**src/rtl/spi_arbiter_if.sv**
```systemverilog
// Bundle between two SPI requesters, the arbiter and the shared byte engine.
// The master view belongs to the arbiter; the slave view belongs to the environment.
interface spi_arbiter_if;
  logic       req0;
  logic       req1;
  logic       start0;
  logic       start1;
  logic [7:0] din0;
  logic [7:0] din1;
  logic       grant0;
  logic       grant1;
  logic       done0;
  logic       done1;
  logic [7:0] dout0;
  logic [7:0] dout1;
  logic       spi_start;
  logic [7:0] spi_data_in;
  logic       spi_done;
  logic [7:0] spi_data_out;
  logic       cs_n;
  logic       wdog_err;

  modport master (
    input  req0, req1, start0, start1, din0, din1,
    input  spi_done, spi_data_out,
    output grant0, grant1, done0, done1, dout0, dout1,
    output spi_start, spi_data_in, cs_n, wdog_err
  );

  modport slave (
    output req0, req1, start0, start1, din0, din1,
    output spi_done, spi_data_out,
    input  grant0, grant1, done0, done1, dout0, dout1,
    input  spi_start, spi_data_in, cs_n, wdog_err
  );
endinterface

```
**src/rtl/spi_arbiter.sv**
```systemverilog
// Round-robin arbiter sharing one SPI byte engine between two requesters,
// with chip-select gap on release and an idle-owner watchdog.
module spi_arbiter #(
  parameter int GAP_CYCLES  = 2,
  parameter int WDOG_CYCLES = 1024
) (
  input  logic          clk,
  input  logic          reset,
  spi_arbiter_if.master bus
);

  localparam int WW = $clog2(WDOG_CYCLES + 1);
  localparam int GW = $clog2(GAP_CYCLES + 1);
  localparam logic [WW-1:0] WD_MAX  = WW'(WDOG_CYCLES - 1);
  localparam logic [GW-1:0] GAP_MAX = GW'(GAP_CYCLES - 1);

  typedef enum logic [1:0] {
    IDLE,
    OWN,
    XFER,
    RELEASE
  } state_e;

  state_e         state_q, state_d;
  logic           owner_q, owner_d;
  logic           last_q, last_d;
  logic [WW-1:0]  wd_q, wd_d;
  logic [GW-1:0]  gap_q, gap_d;
  logic           grant0_q, grant0_d;
  logic           grant1_q, grant1_d;
  logic           cs_n_q, cs_n_d;
  logic           spi_start_q, spi_start_d;
  logic [7:0]     spi_din_q, spi_din_d;
  logic           done0_q, done0_d;
  logic           done1_q, done1_d;
  logic [7:0]     dout0_q, dout0_d;
  logic [7:0]     dout1_q, dout1_d;
  logic           wdog_q, wdog_d;

  logic       own_req;
  logic       own_start;
  logic [7:0] own_din;
  logic       any_req;
  logic       pick;
  logic       go_grab;
  logic       go_rel;

  assign own_req   = owner_q ? bus.req1 : bus.req0;
  assign own_start = owner_q ? bus.start1 : bus.start0;
  assign own_din   = owner_q ? bus.din1 : bus.din0;
  assign any_req   = bus.req0 | bus.req1;
  assign pick      = (bus.req0 & bus.req1) ? ~last_q : bus.req1;

  always_comb begin
    state_d     = state_q;
    owner_d     = owner_q;
    last_d      = last_q;
    wd_d        = wd_q;
    gap_d       = gap_q;
    grant0_d    = grant0_q;
    grant1_d    = grant1_q;
    cs_n_d      = cs_n_q;
    spi_start_d = 1'b0;
    spi_din_d   = spi_din_q;
    done0_d     = 1'b0;
    done1_d     = 1'b0;
    dout0_d     = dout0_q;
    dout1_d     = dout1_q;
    wdog_d      = 1'b0;
    go_grab     = 1'b0;
    go_rel      = 1'b0;

    unique case (state_q)
      IDLE: go_grab = any_req;
      OWN: begin
        wd_d = wd_q + 1'b1;
        if (!own_req) begin
          go_rel = 1'b1;
        end else if (own_start) begin
          spi_start_d = 1'b1;
          spi_din_d   = own_din;
          wd_d        = '0;
          state_d     = XFER;
        end else if (wd_q == WD_MAX) begin
          wdog_d = 1'b1;
          go_rel = 1'b1;
        end
      end
      XFER: begin
        wd_d = wd_q + 1'b1;
        if (bus.spi_done) begin
          done0_d = ~owner_q;
          done1_d = owner_q;
          if (owner_q) dout1_d = bus.spi_data_out;
          else         dout0_d = bus.spi_data_out;
          wd_d = '0;
          if (own_req) state_d = OWN;
          else         go_rel  = 1'b1;
        end else if (wd_q == WD_MAX) begin
          wdog_d = 1'b1;
          go_rel = 1'b1;
        end
      end
      RELEASE: begin
        // last gap cycle arbitrates directly so cs_n stays high exactly GAP_CYCLES
        if (gap_q == GAP_MAX) begin
          if (any_req) go_grab = 1'b1;
          else         state_d = IDLE;
        end else begin
          gap_d = gap_q + 1'b1;
        end
      end
      default: state_d = IDLE;
    endcase

    if (go_rel) begin
      state_d  = RELEASE;
      grant0_d = 1'b0;
      grant1_d = 1'b0;
      cs_n_d   = 1'b1;
      last_d   = owner_q;
      gap_d    = '0;
      wd_d     = '0;
    end

    if (go_grab) begin
      state_d  = OWN;
      owner_d  = pick;
      grant0_d = ~pick;
      grant1_d = pick;
      cs_n_d   = 1'b0;
      wd_d     = '0;
    end
  end

  always_ff @(posedge clk or negedge reset) begin
    if (!reset) begin
      state_q     <= IDLE;
      owner_q     <= 1'b0;
      last_q      <= 1'b1;
      wd_q        <= '0;
      gap_q       <= '0;
      grant0_q    <= 1'b0;
      grant1_q    <= 1'b0;
      cs_n_q      <= 1'b1;
      spi_start_q <= 1'b0;
      spi_din_q   <= 8'hFF;
      done0_q     <= 1'b0;
      done1_q     <= 1'b0;
      dout0_q     <= 8'h00;
      dout1_q     <= 8'h00;
      wdog_q      <= 1'b0;
    end else begin
      state_q     <= state_d;
      owner_q     <= owner_d;
      last_q      <= last_d;
      wd_q        <= wd_d;
      gap_q       <= gap_d;
      grant0_q    <= grant0_d;
      grant1_q    <= grant1_d;
      cs_n_q      <= cs_n_d;
      spi_start_q <= spi_start_d;
      spi_din_q   <= spi_din_d;
      done0_q     <= done0_d;
      done1_q     <= done1_d;
      dout0_q     <= dout0_d;
      dout1_q     <= dout1_d;
      wdog_q      <= wdog_d;
    end
  end

  assign bus.grant0      = grant0_q;
  assign bus.grant1      = grant1_q;
  assign bus.cs_n        = cs_n_q;
  assign bus.spi_start   = spi_start_q;
  assign bus.spi_data_in = spi_din_q;
  assign bus.done0       = done0_q;
  assign bus.done1       = done1_q;
  assign bus.dout0       = dout0_q;
  assign bus.dout1       = dout1_q;
  assign bus.wdog_err    = wdog_q;

endmodule

```
**src/flat_wrapper.sv**
```systemverilog
// flat-port wrapper written by rule: the top's interface ports become plain ports
module spi_arbiter_flat 
#(
  parameter int GAP_CYCLES  = 2,
  parameter int WDOG_CYCLES = 1024
)
  (clk, reset, bus_req0, bus_req1, bus_start0, bus_start1, bus_din0, bus_din1, bus_spi_done, bus_spi_data_out, bus_grant0, bus_grant1, bus_done0, bus_done1, bus_dout0, bus_dout1, bus_spi_start, bus_spi_data_in, bus_cs_n, bus_wdog_err);
  spi_arbiter_if bus_i ();
  input  logic clk;
  input  logic reset;
  input wire logic [$bits(bus_i.req0)-1:0] bus_req0;
  input wire logic [$bits(bus_i.req1)-1:0] bus_req1;
  input wire logic [$bits(bus_i.start0)-1:0] bus_start0;
  input wire logic [$bits(bus_i.start1)-1:0] bus_start1;
  input wire logic [$bits(bus_i.din0)-1:0] bus_din0;
  input wire logic [$bits(bus_i.din1)-1:0] bus_din1;
  input wire logic [$bits(bus_i.spi_done)-1:0] bus_spi_done;
  input wire logic [$bits(bus_i.spi_data_out)-1:0] bus_spi_data_out;
  output wire logic [$bits(bus_i.grant0)-1:0] bus_grant0;
  output wire logic [$bits(bus_i.grant1)-1:0] bus_grant1;
  output wire logic [$bits(bus_i.done0)-1:0] bus_done0;
  output wire logic [$bits(bus_i.done1)-1:0] bus_done1;
  output wire logic [$bits(bus_i.dout0)-1:0] bus_dout0;
  output wire logic [$bits(bus_i.dout1)-1:0] bus_dout1;
  output wire logic [$bits(bus_i.spi_start)-1:0] bus_spi_start;
  output wire logic [$bits(bus_i.spi_data_in)-1:0] bus_spi_data_in;
  output wire logic [$bits(bus_i.cs_n)-1:0] bus_cs_n;
  output wire logic [$bits(bus_i.wdog_err)-1:0] bus_wdog_err;
  assign bus_i.req0 = bus_req0;
  assign bus_i.req1 = bus_req1;
  assign bus_i.start0 = bus_start0;
  assign bus_i.start1 = bus_start1;
  assign bus_i.din0 = bus_din0;
  assign bus_i.din1 = bus_din1;
  assign bus_i.spi_done = bus_spi_done;
  assign bus_i.spi_data_out = bus_spi_data_out;
  assign bus_grant0 = bus_i.grant0;
  assign bus_grant1 = bus_i.grant1;
  assign bus_done0 = bus_i.done0;
  assign bus_done1 = bus_i.done1;
  assign bus_dout0 = bus_i.dout0;
  assign bus_dout1 = bus_i.dout1;
  assign bus_spi_start = bus_i.spi_start;
  assign bus_spi_data_in = bus_i.spi_data_in;
  assign bus_cs_n = bus_i.cs_n;
  assign bus_wdog_err = bus_i.wdog_err;
  spi_arbiter #(.GAP_CYCLES(GAP_CYCLES), .WDOG_CYCLES(WDOG_CYCLES)) u_core (.clk(clk), .reset(reset), .bus(bus_i));
endmodule
```
**config.mk**
```make
export PLATFORM = sky130hd
export DESIGN_NAME = spi_arbiter_flat
export DESIGN_NICKNAME = d
export VERILOG_FILES = /design/src/rtl/spi_arbiter_if.sv /design/src/rtl/spi_arbiter.sv /design/src/flat_wrapper.sv
export SDC_FILE = /design/constraint.sdc
export NUM_CORES = 1
export LEC_CHECK = 0
export CORE_MARGIN = 1
export CORE_UTILIZATION = 45
export CTS_CLUSTER_DIAMETER = 150
export DETAILED_ROUTE_END_ITERATION = 6
export PLACE_DENSITY_LB_ADDON = 0.2
export SLEW_MARGIN = 20
export SYNTH_ARGS = -nofsm -noshare
export SYNTH_HDL_FRONTEND = slang
export SYNTH_SLANG_ARGS = --single-unit
```
**constraint.sdc**
```tcl
create_clock -name clk -period 3.4 [get_ports clk]
set_input_delay 0.34 -clock clk [delete_from_list [all_inputs] [get_ports clk]]
set_output_delay 0.34 -clock clk [all_outputs]
set_load 0.05 [all_outputs]
```
==> out/results.txt, run 1 <==
fin crit share: 66.0%
syn nets: 278
initial antenna violation count: 0
Remaining DRCs: 0
largest family of logic cells by synthesized area: simple AND/OR/NAND/NOR gates
leakage: 0.00141 uW
via count: 1,973
GRT Overall Usage: 21.7%
htree depth: 2
CTS Buffer Depth: 2
vias in the first global route: 1,991
fin area: 3210 sq um
largest net degree at the start of global routing: 28
vias per cell: 5.28
first-pass GRT wire length: 9.16 mm
Slew @ Worst Pin: 0.842 ns
Final Hold Vio Count: 20
Seq/Total Area, Yosys: 50.5%
post-synthesis compound-gate area fraction: 13.5%
hpwl dp: 3.94 mm
Max-cap violations: 0
Worst Setup Start Kind: flip-flop
Post-Synth Adder-Cell Area: 3.13%
critical path endpoint category: flip-flop
Post-synth EDFFs: 0
failing checks: negative hold slack
nets: 340
top cell type's share of synthesized area: 39.6%
path type of the worst setup path: flip-flop to flip-flop
layout cells sized above 1: 12.2%
die width: 75.1 um
worst path required time: 3.65 ns
Die Ht: 75.1 um
PD cells: 1030 nW/um^2
final WL: 5.40 mm
arrival time worst endpoint: 2.49 ns
placed cell count: 366
DP Area: 3080 sq um
Setup TNS Final: 0 ns
Tmin final: 2.24 ns
number of synthesized register bits: 48
Rel. slew slack: 43.8%
core area: 5140 sq um
Synth async-reset ratio: 100%
port bufs: 61
clk_lat worst skew: 0.30 ns
fmax: 446 MHz
Routed wire per std cell: 14.4 um
mux cell area share after synthesis: 9.22%
Synthesis Warnings: 0
fin cells: 374
Crit Path Max Fanout: 20
total CTS buffers: 5
ANT nets after route: 0
synthesized instance count: 241
status: finished with violations
Final Max Tran Viols: 0
clock sink count: 48
fill cell count: 462
PostCTS Resize Cnt: 0
FP Rows: 26
post-synthesis xor/xnor area fraction: 0.365%
Post CTS Setup Buffer Count: 0
Synth Area in Simple Gates: 19.9%
area of the mapped netlist: 2400 sq um
syn avg cell area: 9.97 sq um
Starting Density: 46.7%
Worst Hold Class: input port to asynchronous set/reset pin
worst hold margin: -0.0156 ns
drt first pass iters: 4
CTS clk-pin slew, worst paths: 0.09 ns
VDD IR max: 0.600 mV
most area-hungry cell type in the Yosys netlist: dfrtp_1
full die area: 5630 sq um
hold_buf cts: 0
Synth Flop Type: dfrtp_1
starting DRC count in detailed routing: 77
I/O pin count: 62
Final setup viols: 0
Synth-to-Final Area Change: 33.7%
global placement routability congestion: 0.877
Netlist cell types: 49
RSZ-0062 raised after global routing: no
Synth area leaders: dfrtp_1 (40%), dfstp_2 (11%), nand2_1 (6.4%)
Inserted Diodes: 0
Remaining Overflow, GRT: 0
Root Driver: clkbuf_8
TritonCTS clock tree: built
skew final: 0.00567 ns
layout by cell type (no fill, tap or decap), types with 2 or more instances in the layout:
master           count
clkdlybuf4s50_1     60
nand2_1             41
dfrtp_1             38
nor2_1              17
a21oi_1             14
o21ai_0             14
mux2i_1             12
inv_1               11
dfstp_2             10
mux2_2               9
nand3_1              8
ha_1                 6
clkbuf_8             5
nand2b_1             4
nor3_1               4
nand4_1              3
a31oi_1              3
a21o_1               2
a311oi_1             2
nand4b_1             2
or3_1                2
o221ai_1             2
or2_2                2
o311a_1              2
bufinv_16            2
buf_4                2
cell families (layout without fill, tap and decap cells):
family                     Yosys count  count (layout)
and+or+nand+nor                     96              96
AOI/OAI and AO/OA                   49              49
DFF                                 48              48
muxes                               21              21
buffers and inverters               20              83
adders and majority gates            6               6
xor gates and xnor gates             1               1
registers in the layout, summed over array words and instances, names as in the netlist, 2 cells and up:
signal and cells:
u_core.gap_q 2, u_core.bus.dout0 8, u_core.wd_q 11, u_core.state_q 2
u_core.bus.spi_data_in 8, u_core.bus.dout1 8
path summary, 6_finish.rpt:
path	to	from	depth (start not counted)	slack (ns)
worst max-delay path	u_core.wd_q[10]	u_core.owner_q	5	1.16
worst min-delay path	u_core.wd_q[10]	reset	1	-0.02
worst max register to register	u_core.wd_q[10]	u_core.owner_q	5	1.16
worst min register to register	u_core.bus.spi_data_in[4]	u_core.bus.spi_data_in[4]	2	0.48
max in group asynchronous	u_core.bus.spi_data_in[2]	reset	2	2.65
min in group clk	u_core.bus.spi_data_in[4]	u_core.bus.spi_data_in[4]	2	0.48
cell type report:
class / instances / area (sq um) / area share, %
Timing Repair Buffer: 63 / 621 / 19.3
Clock buffer: 5 / 68.8 / 2.14
Multi-Input combinational cell: 173 / 1110 / 34.5
Inverter: 12 / 45.0 / 1.40
Clock inverter: 3 / 68.8 / 2.14
Tap cell: 70 / 87.6 / 2.73
Sequential cell: 48 / 1210 / 37.8
metal layers:
| layer | vias to the layer above | GRT usage, % | wire length [um] |
|---|---|---|---|
| met5 | - | 0 | 0 |
| met4 | 0 | 6.71 | 42 |
| met3 | 5 | 8.17 | 440 |
| met2 | 59 | 34.2 | 2560 |
| met1 | 935 | 27.7 | 2350 |
| li1 | 974 | - | - |
report_power, final:
| group | leakage, uW | switching, uW | total, uW | internal (uW) |
|---|---|---|---|---|
| clock network | 0.0000687 | 198 | 494 | 296 |
| registers | 0.000594 | 163 | 981 | 818 |
| logic | 0.000745 | 1160 | 1830 | 669 |
critical path, cell delays in order (launching register included):
cell	delay [ns]
dfrtp_1	0.90
nand3b_1	0.27
a41oi_2	0.27
or4b_1	0.52
o21ai_0	0.07
and3_1	0.16
synthesized netlist by cell type (all sizes together), types with 3 or more instances:
master,n
a21oi,14
o21ai,15
or2,3
ha,6
nor2,17
inv,11
mux2i,12
nand3,9
nand2b,4
mux2,9
nand2,41
buf,4
a31oi,3
dfstp,10
clkbuf,4
nand4,3
nor3,4
dfrtp,38
stage by stage:
step	utilization [%]	setup slack (ns)	hold WS, ns	total power [uW]
after floorplan	-	1.50	0.0444	2250
after global placement	59.8	1.20	0.335	2800
after detailed placement	59.8	1.12	0.338	2820
after CTS	62.5	1.17	0.00263	3320
after global routing	62.5	0.908	0.0268	3520
final	62.5	1.16	-0.0156	3300
(Power assumes the default switching activity.)
==> run 2: changes to the inputs <==
clock period = 2.2 ns   (was 3.4 ns; I/O delays follow)
==> out/results.txt, run 2 (synthesis results as in run 1) <==
fill cell count: 454
I/O pin count: 62
Final Max Tran Viols: 0
R2R setup slack: 0.13 ns
slowest CP cell: or4b_1
max reg flops: 11
ANT nets after route: 0
final WL: 5.38 mm
Starting Density: 46.7%
M1 WL: 2.31 mm
skew final: 0.00552 ns
DP Area: 3130 sq um
status: complete, no violations
core area: 5140 sq um
RSZ-0062 raised after global routing: no
Top Family by Delay on Critical Path: simple AND/OR/NAND/NOR gates
Die Ht: 75.1 um
total CTS buffers: 5
clk_lat worst skew: 0.29 ns
Post CTS Setup Buffer Count: 0
DR top layer: met4
Final Hold Vio Count: 0
Worst Setup Start Kind: flip-flop
layout cells sized above 1: 13.5%
Remaining DRCs: 0
clock sink count: 48
Top reg by flops: u_core.wd_q
most frequent cells in the layout: clkdlybuf4s50_1 (60), nand2_1 (41), dfrtp_1 (38)
Largest stage delay, worst path: 0.44 ns
crit-path cells: inv_1, ha_1, and3b_1, a32oi_2, or4b_1, o21ai_0, and3_1
met2 wire length: 2.54 mm
hold_buf cts: 1
Final setup viols: 0
TritonCTS clock tree: built
path type of the worst setup path: flip-flop to flip-flop
critical path endpoint category: flip-flop
VDD IR max: 0.920 mV
largest net degree at the start of global routing: 26
starting DRC count in detailed routing: 131
via count: 2,019
multi-input combinational cell area: 1110 sq um
fin area: 3220 sq um
Synth-to-Final Area Change: 34.2%
vias per cell: 5.29
Setup TNS Final: 0 ns
die width: 75.1 um
drt first pass iters: 4
Worst Hold Class: input port to asynchronous set/reset pin
FP Rows: 26
hpwl dp: 4.02 mm
first-pass GRT wire length: 8.96 mm
global placement routability congestion: 0.885
nets: 348
PD cells: 1530 nW/um^2
htree depth: 2
fmax: 483 MHz
Remaining Overflow, GRT: 0
Max-cap violations: 0
Root Driver: clkbuf_8
routed wire length on met3: 430 um
PostCTS Resize Cnt: 0
vias in the first global route: 1,941
Inserted Diodes: 0
Tmin final: 2.07 ns
Rel. slew slack: 61.2%
initial antenna violation count: 0
worst path required time: 2.43 ns
port bufs: 61
arrival time worst endpoint: 2.30 ns
CTS clk-pin slew, worst paths: 0.08 ns
Register Area: 1210 sq um
Crit Path Max Fanout: 7
GRT Overall Usage: 21.4%
CTS Buffer Depth: 2
Routed wire per std cell: 14.1 um
fin crit share: 94.1%
most common cell after layout, fill and taps aside: clkdlybuf4s50_1
leakage: 0.00142 uW
Slew @ Worst Pin: 0.582 ns
full die area: 5630 sq um
Buf+Inv Stages, Crit Path: 1
run 2: cell types whose count changed in the layout (fill, tap and decap cells not counted):
cell | previous run | this run
clkinv_4 | 0 | 1
inv_6 | 1 | 0
clkbuf_1 | 0 | 2
dlygate4sd3_1 | 0 | 1
bufinv_16 | 2 | 0
buf_4 | 2 | 9
run 2: metrics by stage:
stage | utilization [%] | total power, uW | hold WS (ns) | instances | setup WS, ns
3_3_place_gp | 60.9 | 4410 | 0.247 | 373 | 0.214
2_1_floorplan | - | 3480 | -0.0756 | 241 | 0.302
5_1_grt | 62.7 | 5240 | 0.497 | 382 | 0.0266
6_report | 62.7 | 4930 | 0.461 | 382 | 0.130
4_1_cts | 62.7 | 4960 | 0.466 | 382 | 0.142
3_5_place_dp | 60.9 | 4420 | 0.252 | 373 | 0.162
run 2: cell type report:
type                    count  share of cell area, %
clock inverters             1                  0.272
multi-input cells         173                   34.4
well taps                  70                   2.72
clock buffers               7                   2.37
flip-flops and latches     48                   37.7
repair buffers             71                   21.2
inverters                  12                   1.40
run 2: metal layers:
metal,GRT usage [%],vias up
met4,7.13,0
met1,26.4,947
met5,0,-
li1,-,993
met3,7.36,12
met2,35.3,67
run 2: final timing paths:
check                               startpoint             endpoint  depth (start not counted)
setup / recovery             u_core.state_q[1]      u_core.wd_q[10]                          7
setup reg to reg             u_core.state_q[1]      u_core.wd_q[10]                          7
max in group asynchronous                reset    u_core.state_q[0]                          3
hold / removal                           reset       u_core.wd_q[2]                          2
min in group clk           bus_spi_data_out[6]  u_core.bus.dout0[6]                          3
hold reg to reg            u_core.bus.dout0[2]  u_core.bus.dout0[2]                          2
run 2: where the power goes:
part	switching, uW	internal, uW	leakage [uW]
logic	1840	1100	0.000783
registers	214	1270	0.000594
clock network	276	227	0.0000424
run 2: worst register-to-register path, cell delays in order, from the launching register on:
cell and delay (ns):
dfrtp_1 0.42, inv_1 0.10, ha_1 0.37, and3b_1 0.22, a32oi_2 0.21, or4b_1 0.44
o21ai_0 0.08, and3_1 0.17
